**src/rtl/pzc_pkg.sv**
```systemverilog
`default_nettype none
// +----------------------------------------------------------------------------+
// | Package     : pzc_pkg                                                      |
// | Description : Shared helpers for the multi-channel pole-zero cancellation  |
// |               filter: derived-width functions and the saturation clamp     |
// |               used when PZC_SAT_EN is defined.                             |
// | Revision    : 1.0 - initial release                                        |
// +----------------------------------------------------------------------------+
package pzc_pkg;

  // Widest intermediate that sat_clip accepts; NBITS_OUT+MBITS+2 must fit.
  localparam int SAT_CLIP_W = 64;

  // Channel index width; a single channel still gets a 1-bit index.
  function automatic int calc_ch_w(input int nch);
    return (nch > 1) ? $clog2(nch) : 1;
  endfunction

  // Shift that divides the correction sum by K_CORR (K_CORR is a power of 2).
  function automatic int calc_shift(input int k_corr);
    return $clog2(k_corr);
  endfunction

  // Clamp a signed value into the signed range of 'width' bits.
  function automatic logic signed [SAT_CLIP_W-1:0] sat_clip(
    input logic signed [SAT_CLIP_W-1:0] value,
    input int                           width
  );
    logic signed [SAT_CLIP_W-1:0] hi;
    logic signed [SAT_CLIP_W-1:0] lo;
    hi = (SAT_CLIP_W'(1) <<< (width - 1)) - SAT_CLIP_W'(1);
    lo = ~hi;
    if (value > hi) begin
      return hi;
    end else if (value < lo) begin
      return lo;
    end
    return value;
  endfunction

endpackage
`default_nettype wire

```
**src/rtl/pzc_chan_state.sv**
```systemverilog
`default_nettype none
// +----------------------------------------------------------------------------+
// | Module      : pzc_chan_state                                               |
// | Description : NCH-entry per-channel state register file. Combinational     |
// |               read port, single synchronous write port, synchronous clear  |
// |               of every entry, asynchronous active-high reset.              |
// | Revision    : 1.0 - initial release                                        |
// +----------------------------------------------------------------------------+
module pzc_chan_state
  import pzc_pkg::*;
#(
  parameter int NCH     = 4,
  parameter int STATE_W = 8
) (
  input  logic                        clk,
  input  logic                        rst,
  input  logic                        clear_i,
  input  logic [calc_ch_w(NCH)-1:0]   rd_ch_i,
  output logic [STATE_W-1:0]          rd_data_o,
  input  logic                        wr_en_i,
  input  logic [calc_ch_w(NCH)-1:0]   wr_ch_i,
  input  logic [STATE_W-1:0]          wr_data_i
);

  localparam int CH_W = calc_ch_w(NCH);

  logic [STATE_W-1:0] mem_q [NCH];

  // State storage: clear wipes every channel and wins over a pending write.
  always_ff @(posedge clk or posedge rst) begin
    if (rst) begin
      for (int i = 0; i < NCH; i++) begin
        mem_q[i] <= '0;
      end
    end else if (clear_i) begin
      for (int i = 0; i < NCH; i++) begin
        mem_q[i] <= '0;
      end
    end else if (wr_en_i) begin
      for (int i = 0; i < NCH; i++) begin
        if (wr_ch_i == CH_W'(i)) begin
          mem_q[i] <= wr_data_i;
        end
      end
    end
  end

  // Read mux; an index with no matching entry reads as zero.
  always_comb begin
    rd_data_o = '0;
    for (int i = 0; i < NCH; i++) begin
      if (rd_ch_i == CH_W'(i)) begin
        rd_data_o = mem_q[i];
      end
    end
  end

endmodule
`default_nettype wire

```
**src/rtl/pzc_baseline_mc.sv**
```systemverilog
`default_nettype none
// +----------------------------------------------------------------------------+
// | Module      : pzc_baseline_mc                                              |
// | Description : Time-multiplexed multi-channel pole-zero cancellation with   |
// |               automatic baseline restoration. S0 captures the sample, S1   |
// |               reads, updates and writes back channel state in one cycle    |
// |               and registers the result (2-cycle latency, 1 sample/cycle).  |
// |               Build option: define PZC_SAT_EN to clamp y/acc instead of    |
// |               wrapping them.                                               |
// | Revision    : 1.0 - initial release                                        |
// +----------------------------------------------------------------------------+
module pzc_baseline_mc
  import pzc_pkg::*;
#(
  parameter int NBITS_IN  = 12,
  parameter int NBITS_OUT = 28,
  parameter int MBITS     = 10,
  parameter int NCH       = 4,
  parameter int K_CORR    = 16
) (
  input  logic                              clk,
  input  logic                              rst,
  input  logic                              clear,
  input  logic                              corr_en,
  input  logic [MBITS-1:0]                  m_factor,
  input  logic                              in_valid,
  input  logic [calc_ch_w(NCH)-1:0]         in_ch,
  input  logic signed [NBITS_IN-1:0]        in,
  output logic                              out_valid,
  output logic [calc_ch_w(NCH)-1:0]         out_ch,
  output logic signed [NBITS_OUT-1:0]       out
);

  localparam int CH_W  = calc_ch_w(NCH);
  localparam int SHIFT = calc_shift(K_CORR);
  localparam int SUM_W = NBITS_OUT + SHIFT;   // K_CORR negative y's always fit
  localparam int CNT_W = SHIFT;               // counts 0..K_CORR-1 between corrections
`ifdef PZC_SAT_EN
  localparam int CALC_W = NBITS_OUT + MBITS + 2;
`else
  localparam int CALC_W = NBITS_OUT;          // modular arithmetic wraps for free
`endif

  typedef struct packed {
    logic signed [NBITS_OUT-1:0] acc;
    logic signed [SUM_W-1:0]     sum;
    logic signed [NBITS_OUT-1:0] corr;
    logic [CNT_W-1:0]            cnt;
  } pzc_state_t;

  localparam int STATE_W = $bits(pzc_state_t);

  // S0 capture registers
  logic                        s0_valid_q;
  logic [CH_W-1:0]             s0_ch_q;
  logic signed [NBITS_IN-1:0]  s0_x_q;
  logic [MBITS-1:0]            s0_m_q;

  // S1 result registers
  logic                        out_valid_q;
  logic [CH_W-1:0]             out_ch_q;
  logic signed [NBITS_OUT-1:0] out_q;

  logic                        w_ch_ok;
  logic [STATE_W-1:0]          w_rd_raw;
  pzc_state_t                  w_cur;
  pzc_state_t                  w_next;
  logic signed [CALC_W-1:0]    w_x_ext;
  logic signed [CALC_W-1:0]    w_m1_ext;
  logic signed [CALC_W-1:0]    w_acc_ext;
  logic signed [CALC_W-1:0]    w_corr_ext;
  logic signed [CALC_W-1:0]    w_y_calc;
  logic signed [CALC_W-1:0]    w_acc_calc;
  logic signed [NBITS_OUT-1:0] w_y;
  logic signed [NBITS_OUT-1:0] w_acc_new;
  logic signed [SUM_W-1:0]     w_sum_new;
  logic [CNT_W:0]              w_cnt_inc;
  logic                        w_cnt_full;

  // Out-of-range channel indices only exist when NCH is not a power of two.
  if (NCH < (1 << CH_W)) begin : g_ch_range
    assign w_ch_ok = (in_ch < CH_W'(NCH));
  end else begin : g_ch_full
    assign w_ch_ok = 1'b1;
  end

  // S0: capture the sample; clear drops whatever arrives with it.
  always_ff @(posedge clk or posedge rst) begin
    if (rst) begin
      s0_valid_q <= 1'b0;
      s0_ch_q    <= '0;
      s0_x_q     <= '0;
      s0_m_q     <= '0;
    end else begin
      s0_valid_q <= in_valid & w_ch_ok & ~clear;
      if (in_valid) begin
        s0_ch_q <= in_ch;
        s0_x_q  <= in;
        s0_m_q  <= m_factor;
      end
    end
  end

  pzc_chan_state #(
    .NCH     (NCH),
    .STATE_W (STATE_W)
  ) u_state (
    .clk       (clk),
    .rst       (rst),
    .clear_i   (clear),
    .rd_ch_i   (s0_ch_q),
    .rd_data_o (w_rd_raw),
    .wr_en_i   (s0_valid_q),
    .wr_ch_i   (s0_ch_q),
    .wr_data_i (w_next)
  );

  assign w_cur = w_rd_raw;

  // S1 arithmetic: sign-extend samples/state, zero-extend m before adding 1.
  assign w_x_ext    = CALC_W'(s0_x_q);
  assign w_m1_ext   = CALC_W'(s0_m_q) + CALC_W'(1);
  assign w_acc_ext  = CALC_W'($signed(w_cur.acc));
  assign w_corr_ext = CALC_W'($signed(w_cur.corr));
  assign w_y_calc   = w_x_ext * w_m1_ext + w_acc_ext - w_corr_ext;
  assign w_acc_calc = w_acc_ext + w_x_ext - w_corr_ext;

`ifdef PZC_SAT_EN
  assign w_y       = NBITS_OUT'(sat_clip(SAT_CLIP_W'(w_y_calc), NBITS_OUT));
  assign w_acc_new = NBITS_OUT'(sat_clip(SAT_CLIP_W'(w_acc_calc), NBITS_OUT));
`else
  assign w_y       = w_y_calc;
  assign w_acc_new = w_acc_calc;
`endif

  // The current negative y is part of the sum that may trigger a correction.
  assign w_sum_new  = $signed(w_cur.sum) + SUM_W'(w_y);
  assign w_cnt_inc  = {1'b0, w_cur.cnt} + (CNT_W + 1)'(1);
  assign w_cnt_full = (w_cnt_inc == (CNT_W + 1)'(K_CORR));

  // Next channel state: a correction lives for exactly one later sample.
  always_comb begin
    w_next      = w_cur;
    w_next.acc  = w_acc_new;
    w_next.corr = '0;
    if (!corr_en) begin
      w_next.cnt = '0;
      w_next.sum = '0;
    end else if (w_y[NBITS_OUT-1]) begin
      if (w_cnt_full) begin
        w_next.corr = NBITS_OUT'(w_sum_new >>> SHIFT);
        w_next.cnt  = '0;
        w_next.sum  = '0;
      end else begin
        w_next.cnt = w_cnt_inc[CNT_W-1:0];
        w_next.sum = w_sum_new;
      end
    end
  end

  // Result register; clear suppresses the result of the sample in S1.
  always_ff @(posedge clk or posedge rst) begin
    if (rst) begin
      out_valid_q <= 1'b0;
      out_ch_q    <= '0;
      out_q       <= '0;
    end else if (clear) begin
      out_valid_q <= 1'b0;
    end else begin
      out_valid_q <= s0_valid_q;
      if (s0_valid_q) begin
        out_ch_q <= s0_ch_q;
        out_q    <= w_y;
      end
    end
  end

  assign out_valid = out_valid_q;
  assign out_ch    = out_ch_q;
  assign out       = out_q;

endmodule
`default_nettype wire

```
**config.mk**
```make
export PLATFORM = sky130hd
export DESIGN_NAME = pzc_baseline_mc
export DESIGN_NICKNAME = d
export VERILOG_FILES = /design/src/rtl/pzc_pkg.sv /design/src/rtl/pzc_chan_state.sv /design/src/rtl/pzc_baseline_mc.sv
export SDC_FILE = /design/constraint.sdc
export NUM_CORES = 2
export LEC_CHECK = 0
export ABC_AREA = 0
export CORE_MARGIN = 4
export CORE_UTILIZATION = 58
export DETAILED_ROUTE_END_ITERATION = 8
export PLACE_DENSITY = 0.82
export RECOVER_POWER = 25
export SETUP_SLACK_MARGIN = 0.1
export SLEW_MARGIN = 20
export SYNTH_ARGS = -nofsm -noshare
export SYNTH_HDL_FRONTEND = slang
export SYNTH_SLANG_ARGS = --single-unit
```
**constraint.sdc**
```tcl
create_clock -name clk -period 11.95 [get_ports clk]
set_input_delay 1.195 -clock clk [delete_from_list [all_inputs] [get_ports clk]]
set_output_delay 1.195 -clock clk [all_outputs]
set_load 0.05 [all_outputs]
```
# After elaboration in Yosys (flattened, before gate mapping)
# Cells that the tools add are included.
# classes
add_sub_neg	7
mul	1
n_eq_ne	4
muxes	18
bitwise_logic	2
n_reduce_logical	11
# ops
operator	n
2-to-1 mux 368 bit	2
2-to-1 mux 92 bit	8
2-to-1 mux 32 bit	2
2-to-1 mux 64 bit	1
2-to-1 mux 28 bit	2
subtractor 28 bit	2
adder 32 x 28 -> 32 bit	1
adder 24 x 28 -> 28 bit	1
adder 28 x 12 -> 28 bit	1
multiplier 12 x 12 -> 24 bit	1
adder 10 x 1 -> 11 bit, second input constant	1
AND reduction 2 bit	5
nonzero test 2 bit	5
2-to-1 mux 4 bit	2
adder 4 x 1 -> 5 bit, second input constant	1
== test 5 bit, second input constant	1
== test 2 bit, second input constant	2
== test 2 x 1 -> 1 bit, second input constant	1
zero test 2 bit	1
AND 1 bit	1
2-to-1 mux 1 bit	1
NOT 1 bit	1
# word_totals
regBits	424
output_inout_bits	31

# Longest topological paths before layout
# logic_depth
ltp_word	14
ltp_mapped	42
ltp_nobuf	40

# Hierarchy
# From an unflattened synthesis, not the netlist that was laid out.
# unflattened
cells_unflattened	3097
area_unflattened_um2	32582.5
# by_module_without_submodules
mod	instances	cells_each	area_per_inst_um2	seq_area_each_um2
pzc_chan_state	1	1408	18441.4	9208.8
pzc_baseline_mc	1	1689	14141.1	1401.3

# Worst setup path after synthesis
# No wires, ideal clock.
# synth_path
path_kind	reg2reg
from	reg s0_ch_q[0]
to	reg u_state.mem_q[247] in the netlist's numbering
setup_time_ns	0.121
arrival_ns	9.480
path_slack_ns	2.349
stages_incl_launch_ff	42
path_buffers	6
period_less_slack_ns	9.601
path_cell_list	dfrtp_1 -> buf_6 -> clkbuf_1 -> buf_2 -> buf_1 -> clkbuf_1 -> buf_2 -> mux4_2 -> inv_1 -> ha_1 -> inv_1 -> fa_1 -> inv_1 -> fa_1 -> fa_1 -> fa_1 -> inv_1 -> fa_1 -> [... 6 more ...] -> o21a_1 -> o21ai_0 -> nand2b_1 -> a21o_1 -> a21oi_1 -> xnor2_1 -> ha_1 -> a21oi_1 -> nand2_1 -> a21o_1 -> a21o_1 -> a21o_1 -> a31oi_1 -> nor2b_1 -> a211oi_2 -> mux2i_1 -> o21ai_2 -> a22o_1
# synth_between
elab_chain_len	14
elab_cells_between_ends	21
classes_between	add/sub (4); eq/ne (4); mux (10); reduce/logical (3)
# synth_rtl
item	line	text
start, declared	pzc_baseline_mc.sv:55	logic [CH_W-1:0] s0_ch_q;
start signal, assigned	pzc_baseline_mc.sv:97	s0_ch_q <= in_ch;
zero test 2 bit	pzc_chan_state.sv:52	if (rd_ch_i == CH_W'(i)) begin
2-to-1 mux 92 bit (3 in a row)	pzc_chan_state.sv:52	
2-to-1 mux 92 bit (*)	pzc_chan_state.sv:52	
adder 24 x 28 -> 28 bit	pzc_baseline_mc.sv:125	assign w_y_calc = w_x_ext * w_m1_ext + w_acc_ext - w_corr_ext;
subtractor 28 bit (*)	pzc_baseline_mc.sv:125	
named net w_y[26]	pzc_baseline_mc.sv:74	logic signed [NBITS_OUT-1:0] w_y;
adder 32 x 28 -> 32 bit (*)	pzc_baseline_mc.sv:137	assign w_sum_new = $signed(w_cur.sum) + SUM_W'(w_y);
2-to-1 mux 32 bit (*)	pzc_baseline_mc.sv:150	if (w_cnt_full) begin
2-to-1 mux 64 bit (*)	pzc_baseline_mc.sv:149	end else if (w_y[NBITS_OUT-1]) begin
2-to-1 mux 32 bit (*)	pzc_baseline_mc.sv:146	if (!corr_en) begin
2-to-1 mux 92 bit (*)	pzc_chan_state.sv:41	if (wr_ch_i == CH_W'(i)) begin
2-to-1 mux 368 bit (*)	pzc_chan_state.sv:39	end else if (wr_en_i) begin
2-to-1 mux 368 bit (*)	pzc_chan_state.sv:35	end else if (clear_i) begin
end signal, assigned by index	pzc_chan_state.sv:42	mem_q[i] <= wr_data_i;
end, declared	pzc_chan_state.sv:27	logic [STATE_W-1:0] mem_q [NCH];
# Mark *: on every way through the listed nets, which the timed path passes. The rest lies on a longest branch. The select of a mux whose other input is x is not followed.
# A chain may end at the register's enable or synchronous reset.

# Worst setup path after layout
# layout_path
from	reg s0_m_q[0]
to	reg u_state.mem_q[63] in the netlist's numbering
# layout_between
elab_chain_len	11
# layout_rtl
item	line	text
start, declared	pzc_baseline_mc.sv:57	logic [MBITS-1:0] s0_m_q;
start signal, assigned	pzc_baseline_mc.sv:99	s0_m_q <= m_factor;
adder 10 x 1 -> 11 bit	pzc_baseline_mc.sv:122	assign w_m1_ext = CALC_W'(s0_m_q) + CALC_W'(1);
multiplier 12 x 12 -> 24 bit	pzc_baseline_mc.sv:125	
adder 24 x 28 -> 28 bit	pzc_baseline_mc.sv:125	
subtractor 28 bit	pzc_baseline_mc.sv:125	
named net w_y[26]	pzc_baseline_mc.sv:74	
adder 32 x 28 -> 32 bit	pzc_baseline_mc.sv:137	
2-to-1 mux 32 bit	pzc_baseline_mc.sv:150	
2-to-1 mux 64 bit	pzc_baseline_mc.sv:149	
2-to-1 mux 32 bit	pzc_baseline_mc.sv:146	
2-to-1 mux 92 bit	pzc_chan_state.sv:41	
2-to-1 mux 368 bit	pzc_chan_state.sv:39	
2-to-1 mux 368 bit	pzc_chan_state.sv:35	
# The timed path passes the listed nets, and every way through them passes these cells. The select of a mux whose other input is x is not followed.

==> impl_metrics.csv <==
group,metric,value,unit
status,outcome,"finished, violations left",
status,violations,"max-capacitance violations, max-slew violations",
hold_path,hold_start,"u_state.mem_q[184]",
final_layout,layout-drive-gt1-share,8.82,%
synthesis,synthArstFlopShare,100,%
drt,wl_per_cell,21.3,um
floorplanning,start_util,59.1,%
final_layout,fin_area,32500,um2
timing,timing.final.crit_share,88.9,%
placement,place.gp.congestion,0.965,
setup_path,reg2reg_depth,39,
floorplanning,rows,82,
cts,cts_buffers,45,
cts,cts.root.buffer_cell,"clkbuf_16",
setup_path,cpPeakStageDelay,0.75,ns
synthesis,ys_warn_count,0,
global_route,grt_overflow,0,
global_route,grt_pass1_vias,24608,
synthesis,yosys_most_used_dff,"dfrtp_1",
timing,whs,0.463,ns
synthesis,avgSynthCellArea,9.55,um2
timing,finalHoldViolCount,0,
synthesis,synth_top_area_share,35.6,%
timing,worst_slew_pin_slew,3.88,ns
floorplanning,die_height,235,um
global_route,grt_first_pass_wirelength,132000,um
placement,place_area,30900,um2
setup_path,r2r-start,"s0_m_q[0]",
cts,clk_pin_slew_worst_paths,0.06,ns
cts,cts_setup_buffers,0,
timing,rsz0062_at_grt,"no",
job,maxCapViolations,3,
setup_path,cp-start-kind,"flop",
setup_path,critical_path_arrival,11.11,ns
synthesis,synth_area_leaders,"dfrtp_1, fa_1, nand2_1",
drt,drc,0,
timing,fmax,94.1,MHz
synthesis,synth_top_area_cell,"dfrtp_1",
drt,vias,23228,
timing,fin_crit,10.62,ns
cts,cts_sinks,424,
synthesis,ys_seq_area_share,35.6,%
timing,finalSetupViolations,0,
placement,port_buffers,59,
setup_path,reg2reg_to,"u_state.mem_q[63]",
global_route,grt_max_degree,190,
drt,drtIter0Drc,2542,
drt,avgViaCountPerCell,6.09,
cts,htree_levels,2,
timing,maxSlewViolCount,165,
drt,ant_nets,0,
drt,routed_wl,81100,um
synthesis,synthesis.instances,3124,
synthesis,synth_area,29800,um2
setup_path,cp-end-kind,"flop",
final_layout,num_antenna_cells,0,
hold_path,whs_path_depth,2,
floorplanning,die_w,235,um
floorplanning,die-area,55100,um2
setup_path,criticalPathCategory,"reg2reg",
cts,cts.repair.resized,0,
setup_path,cpMaxStageDelayCell,"xor2_1",
global_route,grt_usage,29.7,%
drt,firstDrtPassIters,7,
final_layout,fin_nets,3482,
floorplanning,pin_count,60,
cts,clk-insertion-delay-late,0.62,ns
final_layout,post-route-util,64.4,%
final_layout,syn2layout_area_growth,8.94,%
synthesis,mappedNetlistNets,3502,
synthesis,ys_ff_latch,424,
hold_path,hold_path_end,"u_state.mem_q[184]",
synthesis,ys_types,78,
hold_path,hold_path_class,"reg2reg",
timing,fin_skew,0.0500,ns
timing,slew_headroom,-159,%
synthesis,synth_edf_count,0,
placement,place_hpwl,57200,um
setup_path,cp_max_fo,16,
timing,finalSetupTns,0,ns
cts,cts_buffer_depth,3,
setup_path,crit_required,12.44,ns
setup_path,r2r_slack,1.33,ns
cts,hold_buffers,0,
floorplanning,coreArea,50500,um2
global_route,antenna_found_initial,0,
cts,tritoncts,"built",
==> cells in the mapped netlist, types with 9 or more instances <==
cell type and count:
inv_1 360, nor3_1 28, nand2_1 754, or3_1 13, mux4_2 90, o21ai_2 9
a22o_1 16, o21a_1 16, o21ai_0 199, ha_1 135, buf_1 25, nor4_1 17
a31oi_1 28, nand3_1 38, xor2_1 32, nor2b_1 19, a21oi_1 100, mux2_2 39
nor2_1 90, dfrtp_1 424, xnor2_1 58, and2_1 43, fa_1 214, a21o_1 39
clkbuf_1 119, o31ai_1 49, nand2b_1 41
==> cell usage in the layout (no fill, tap or decap), types with 7 or more instances in the layout <==
cell type          n
a21o_1            39
a21oi_1          100
a21oi_2            8
a22o_1            16
a31oi_1           28
and2_1            43
and3_1             8
buf_4             24
clkbuf_1          13
clkbuf_16         45
clkbuf_8          11
clkdlybuf4s50_1   56
clkinv_2           8
dfrtp_1          422
fa_1             214
ha_1             135
inv_1            359
mux2_2            39
mux4_2            90
nand2_1          754
nand2b_1          40
nand3_1           38
nor2_1            86
nor2b_1           19
nor3_1            27
nor3b_1            7
nor4_1            17
o21a_1            16
o21ai_0          199
o21ai_2            9
o21bai_1           8
o31ai_1           49
or3_1             13
xnor2_1           57
xor2_1            32
==> worst max-delay path by stage <==
stage	slack, ns	start	to
after floorplan	2.35	s0_ch_q[0]	u_state.mem_q[247]
after global placement	1.68	s0_m_q[0]	u_state.mem_q[247]
after detailed placement	1.45	s0_m_q[0]	u_state.mem_q[63]
after CTS	1.42	s0_m_q[0]	u_state.mem_q[63]
after global routing	0.59	s0_m_q[0]	u_state.mem_q[307]
final	1.33	s0_m_q[0]	u_state.mem_q[63]
==> stage by stage <==
stage | setup slack [ns] | cells
finish | 1.33 | 3811
global route | 0.586 | 3811
CTS | 1.42 | 3809
detailed placement | 1.45 | 3727
global placement | 1.68 | 3727
floorplan | 2.35 | 3124
==> kinds of logic after synthesis <==
family / count (synthesis) / synth area share, %
xor gates and xnor gates: 92 / 2.77
DFF: 424 / 35.6
muxes: 134 / 8.54
adders and majority gates: 349 / 20.0
AOI/OAI and AO/OA: 522 / 10.9
and+or+nand+nor: 1086 / 15.6
buffers and inverters: 517 / 6.65
==> cell type report <==
| class | instances | area [um2] |
|---|---|---|
| clock buffers | 66 | 1320 |
| fillers | 3850 | 18000 |
| repair buffers | 90 | 855 |
| flip-flops and latches | 424 | 10600 |
| multi-input cells | 2183 | 17300 |
| inverters | 360 | 1350 |
| well taps | 672 | 841 |
| clock inverters | 16 | 230 |
==> critical path: cells and delay by family, from the launching register on <==
| kind | cells | cell delay, ns |
|---|---|---|
| fa+ha+maj | 9 | 3.63 |
| xor+xnor | 2 | 0.92 |
| mux | 1 | 0.25 |
| compound gates | 15 | 3.43 |
| flops | 1 | 0.64 |
| simple gates | 8 | 1.36 |
| buf+inv | 4 | 0.28 |
==> state kept, by name (all words and copies together), names as in the netlist <==
register	flops
u_state.mem_q	368
out	28
s0_x_q	12
s0_m_q	10
out_ch	2
s0_ch_q	2
out_valid	1
s0_valid_q	1
==> routing by layer <==
layer	part of all wire (%)	vias to the layer above	track usage [%]
li1	-	10237	-
met1	39	11661	38.7
met2	49	1074	49.3
met3	6.9	256	4.48
met4	5.5	0	14.1
met5	0	-	0
Power is not shown: default switching activity piles up to over one toggle a cycle in this logic, so the estimate is an artifact.
